## src/rtl/inst_fetch.sv

```systemverilog
// inst_fetch: holds the PC, looks it up in a direct-mapped instruction cache and fills misses
// through the memory controller; delivers one instruction per cycle over valid/ready.
module inst_fetch #(
  parameter int          IDX_W    = 4,
  parameter logic [31:0] RESET_PC = 32'h0
) (
  input  logic        clk,
  input  logic        rst,
  input  logic        rdy,
  output logic        mc_req,
  output logic [31:0] mc_addr,
  input  logic        mc_flag,
  input  logic [31:0] mc_inst,
  output logic        out_valid,
  output logic [31:0] out_inst,
  output logic [31:0] out_pc,
  input  logic        out_ready,
  input  logic        redirect,
  input  logic [31:0] redirect_pc
);
  localparam int LINES = 1 << IDX_W;
  localparam int TAG_W = 30 - IDX_W;
  typedef enum logic {IDLE, WAIT_MEM} state_t;
  state_t             state_q, state_d;
  logic [31:0]        pc_q, pc_d, mc_addr_q, mc_addr_d, out_inst_q, out_inst_d, out_pc_q, out_pc_d;
  logic               mc_req_q, mc_req_d, out_valid_q, out_valid_d;
  logic [LINES-1:0]   vld_q, vld_d;
  logic [TAG_W-1:0]   tag_q [LINES];
  logic [TAG_W-1:0]   tag_d [LINES];
  logic [31:0]        data_q [LINES];
  logic [31:0]        data_d [LINES];
  logic [IDX_W-1:0]   idx, fill_idx;
  logic               hit, slot_free, miss, fill, load;
  logic [31:0]        redir;
  assign idx       = pc_q[IDX_W+1:2];
  assign fill_idx  = mc_addr_q[IDX_W+1:2];
  assign hit       = vld_q[idx] && tag_q[idx] == pc_q[31:IDX_W+2];
  assign slot_free = !out_valid_q || out_ready;
  assign redir     = redirect_pc & ~32'h3;
  assign miss      = rdy && state_q == IDLE && !redirect && !hit;
  assign fill      = rdy && state_q == WAIT_MEM && mc_flag;
  // A redirect suppresses both the hit path and the fill bypass for this edge.
  assign load      = rdy && !redirect && slot_free &&
                     (state_q == IDLE ? hit : fill && mc_addr_q == pc_q);
  always_ff @(posedge clk or posedge rst) begin
    if (rst) state_q <= IDLE;
    else     state_q <= state_d;
  end
  always_comb begin
    state_d = !rdy               ? state_q  :
              state_q == IDLE    ? (miss ? WAIT_MEM : IDLE) :
              mc_flag            ? IDLE     : WAIT_MEM;
  end
  always_comb begin
    pc_d        = !rdy ? pc_q : redirect ? redir : load ? pc_q + 32'd4 : pc_q;
    out_valid_d = !rdy ? out_valid_q : redirect ? 1'b0 : load ? 1'b1 :
                  (out_valid_q && out_ready) ? 1'b0 : out_valid_q;
    out_inst_d  = !load ? out_inst_q : state_q == IDLE ? data_q[idx] : mc_inst;
    out_pc_d    = load ? pc_q : out_pc_q;
    mc_req_d    = miss ? 1'b1 : fill ? 1'b0 : mc_req_q;
    mc_addr_d   = miss ? pc_q : mc_addr_q;
  end
  // The fill always lands in the cache, even when a redirect made it stale.
  always_comb begin
    vld_d  = vld_q;
    tag_d  = tag_q;
    data_d = data_q;
    if (fill) begin
      vld_d[fill_idx]  = 1'b1;
      tag_d[fill_idx]  = mc_addr_q[31:IDX_W+2];
      data_d[fill_idx] = mc_inst;
    end
  end
  always_ff @(posedge clk or posedge rst) begin
    if (rst) begin
      pc_q        <= RESET_PC;
      mc_req_q    <= 1'b0;
      mc_addr_q   <= '0;
      out_valid_q <= 1'b0;
      out_inst_q  <= '0;
      out_pc_q    <= '0;
      vld_q       <= '0;
      tag_q       <= '{default: '0};
      data_q      <= '{default: '0};
    end else begin
      pc_q        <= pc_d;
      mc_req_q    <= mc_req_d;
      mc_addr_q   <= mc_addr_d;
      out_valid_q <= out_valid_d;
      out_inst_q  <= out_inst_d;
      out_pc_q    <= out_pc_d;
      vld_q       <= vld_d;
      tag_q       <= tag_d;
      data_q      <= data_d;
    end
  end
  always_comb begin
    mc_req    = mc_req_q;
    mc_addr   = mc_addr_q;
    out_valid = out_valid_q;
    out_inst  = out_inst_q;
    out_pc    = out_pc_q;
  end
endmodule

```

## config.mk

```make
export PLATFORM = sky130hd
export DESIGN_NAME = inst_fetch
export DESIGN_NICKNAME = d
export VERILOG_FILES = /design/src/rtl/inst_fetch.sv
export SDC_FILE = /design/constraint.sdc
export NUM_CORES = 2
export LEC_CHECK = 0
export ABC_AREA = 1
export ABC_CLOCK_PERIOD_IN_PS = 94100
export BUFFER_PORTS_ARGS = -buffer_cell sky130_fd_sc_hd__buf_2
export CORE_MARGIN = 5
export CORE_UTILIZATION = 58
export CTS_CLUSTER_DIAMETER = 30
export DETAILED_ROUTE_END_ITERATION = 6
export MAX_ROUTING_LAYER = met4
export PLACE_DENSITY = 0.75
export SLEW_MARGIN = 20
export SYNTH_ARGS = -nofsm -noshare
export SYNTH_HDL_FRONTEND = slang
export SYNTH_SLANG_ARGS = --single-unit
```

## constraint.sdc

```tcl
create_clock -name clk -period 94.1 [get_ports clk]
set_input_delay 14.115 -clock clk [delete_from_list [all_inputs] [get_ports clk]]
set_output_delay 14.115 -clock clk [all_outputs]
set_load 0.03 [all_outputs]
```

==> impl_results.md <==
- Status: complete, no violations
- Row count: 106
- Worst setup EP type: flip-flop
- Switching power total: 589 uW
- Initial drt markers: 4863
- Setup violations, final: 0
- Synth cell types: 39
- Yosys reg bits: 1069
- Post-synth top cells: 1894 x nand2_1, 1303 x o21ai_0, 1069 x dfrtp_1
- Max Slew Vio Count: 0
- Max_slew headroom: 0.281
- Finished Layout Cells: 7390
- I/O Buffers: 161
- Comb pwr share: 0.216
- Cts hold-fix bufs: 0
- Final Hold Viols: 0
- Core outline area: 0.0838 sq mm
- Worst path required time: 94720 ps
- RSZ-0062 raised after global routing: false
- Top Ports: 168
- Total power: 1.80 mW
- Number of synthesized flops with an enable pin: 0
- Crit Path Max Fanout: 61
- Area contributors post-synth: dfrtp_1 54%, nand2_1 14%, o21ai_0 13%
- Area grow syn2layout: 16.4%
- Largest net degree at the start of global routing: 195
- Mapped Area: 0.0492 sq mm
- Switching share of power: 0.327
- Crit path DAT: 18150 ps
- TritonCTS Sinks: 1069
- Number of diodes: 0
- Worst hold path type: reg -> reg
- Sequential share of power: 0.357
- Die area: 0.0907 sq mm
- Leakage Power: 27.3 nW
- Setup Skew: 31.2 ps
- Worst Setup Slack post-DPL: 75520 ps
- Max-Cap Viols: 0
- Vias in the first global route: 41924
- Clock Path Buffers: 3
- Synthesized area per cell: 7.99 sq um
- DP HPWL: 75.7 mm
- Worst-path clk slew: 50 ps
- Antenna-violating nets left: 0
- Pwr dens: 31.5 mW/mm^2
- Vias/cell: 5.86
- Crit start category: primary input
- Share of layout cells above drive strength 1: 0.100
- DR vias: 43280
- Final min period: 17530 ps
- Fmax: 0.0570 GHz
- Post-route setup slack: 76570 ps
- Drt first pass iters: 6
- Synth top area share: 0.544
- Clock Power Share: 0.427
- Critical setup path kind: in -> reg
- Worst-margin pin slew: 1080 ps
- Gpl congestion: 0.879
- Setup TNS: 0 ps
- Main synth FF type: dfrtp_1
- Setup Buffers After CTS: 0
- Ys Warns: 0
- H-tree Lvls: 4
- Drc violations: 0
- Peak VDD IR: 0.0205 mV
- P_int: 1.21 mW
- Antenna violations before repair: 0
- Worst skew pair latency: 790 ps
- Count leader, synth: nand2_1
- Final wirelength: 145 mm
- Async SR Flop Fraction: 1.00
- CTS Buf Count: 199
- Die Width: 301 um
- Total congestion overflow: 0
- DP Cell Count: 7011
- Starting Density: 0.587
- Final #Nets: 6150
- Final Cycle Share: 0.186
- Root Driver: clkbuf_16
- Die height: 301 um
- Seq/Total Area, Yosys: 0.544
- CTS resizes: 0
- Tot GR Track Use: 0.326
- CTS tree: built
- Drt wl/cell: 19.6 um
- First-pass GRT wire length: 229 mm
- Synthesized instance count: 6155
- Yosys top cell by area: dfrtp_1
==> flip-flops by register name (all words and copies together) (netlist names) <==
signal,flops
data_q,512
mc_addr,30
mc_req,1
out_inst,32
out_pc,30
out_valid,1
pc_q,30
state_q,1
tag_q,416
vld_q,16
==> power by group through the flow <==
stage / Combinational [mW] / Clock (mW) / Sequential [mW]
3_3_place_gp: 0.372 / 0 / 0.643
3_5_place_dp: 0.380 / 0 / 0.647
2_1_floorplan: 0.257 / 0 / 0.660
4_1_cts: 0.387 / 0.774 / 0.642
5_1_grt: 0.436 / 0.800 / 0.656
6_report: 0.389 / 0.769 / 0.644
==> worst paths after layout <==
path / cells after the start / slack [ps] / startpoint / end
worst max-delay path: 8 / 76570 / rdy / tag_q[326]$_DFFE_PP0P_
worst min-delay path: 2 / 440 / vld_q[2]$_DFFE_PP0P_ / vld_q[2]$_DFFE_PP0P_
worst max register to register: 20 / 87290 / pc_q[2]$_DFFE_PP0P_ / pc_q[9]$_DFFE_PP0P_
worst min register to register: 2 / 440 / vld_q[2]$_DFFE_PP0P_ / vld_q[2]$_DFFE_PP0P_
max in group asynchronous: 6 / 76770 / rst / out_pc[17]$_DFFE_PP0P_
min in group asynchronous: 2 / 13490 / rst / out_inst[22]$_DFFE_PP0P_
==> per-layer routing <==
| metal | GRT usage | part of all wire | vias to the layer above |
|---|---|---|---|
| met3 | 0.0519 | 0.078 | 415 |
| li1 | - | - | 19957 |
| met2 | 0.510 | 0.47 | 1965 |
| met4 | 0.165 | 0.053 | 0 |
| met5 | - | 0 | - |
| met1 | 0.416 | 0.40 | 20943 |
==> logic make-up after synthesis <==
| family | Yosys count | share of synthesized area |
|---|---|---|
| buf+inv | 800 | 0.0680 |
| flops | 1069 | 0.544 |
| compound gates | 1607 | 0.171 |
| fa+ha+maj | 1 | 0.000254 |
| other cells | 1 | 0.0000762 |
| simple gates | 2639 | 0.210 |
| xor+xnor | 38 | 0.00677 |
==> cell usage in the layout, fill, tap and decap left out, types with 4 or more instances in the layout <==
cell type / count
nand2_1: 1890
o21ai_0: 1303
dfrtp_1: 1065
nor2_1: 470
inv_1: 281
nand3_1: 226
clkbuf_16: 202
buf_2: 161
o22ai_1: 115
o21ai_1: 83
buf_4: 53
bufinv_16: 36
a31oi_1: 34
clkinvlp_4: 32
clkbuf_8: 31
a21oi_1: 30
xor2_1: 30
clkinv_2: 28
clkbuf_1: 20
a221o_1: 19
nand4_1: 15
inv_2: 13
a221oi_1: 13
inv_6: 11
nor4_1: 10
clkinv_4: 10
xnor2_1: 8
nand2_4: 7
clkinv_8: 6
o211ai_1: 4
nor3_1: 4
nand3_4: 4
o31ai_1: 4
conb_1: 4
==> worst max-delay path, stage by stage <==
cell	delay, ps
buf_2	580
nand2_1	440
nor2_4	630
nand4_1	950
buf_4	630
buf_4	420
nand2_1	170
o21ai_0	100
==> stage by stage <==
| stage | utilization | hold slack, ps | cell area [sq um] |
|---|---|---|---|
| after global routing | 0.683 | 476 | 57200 |
| final | 0.683 | 444 | 57200 |
| after global placement | 0.594 | 430 | 49800 |
| after CTS | 0.682 | 446 | 57200 |
| after detailed placement | 0.594 | 434 | 49800 |
| after floorplan | - | 419 | 49200 |
==> layout make-up <==
cell class	count	area, sq um
Multi-Input combinational cell	4289	19200
Tap cell	1134	1420
Fill cell	6601	26600
Sequential cell	1069	26800
Inverter	300	1160
Clock inverter	125	1820
Clock buffer	253	5560
Timing Repair Buffer	220	1310
Note: power is estimated with default switching activity, not from simulation.
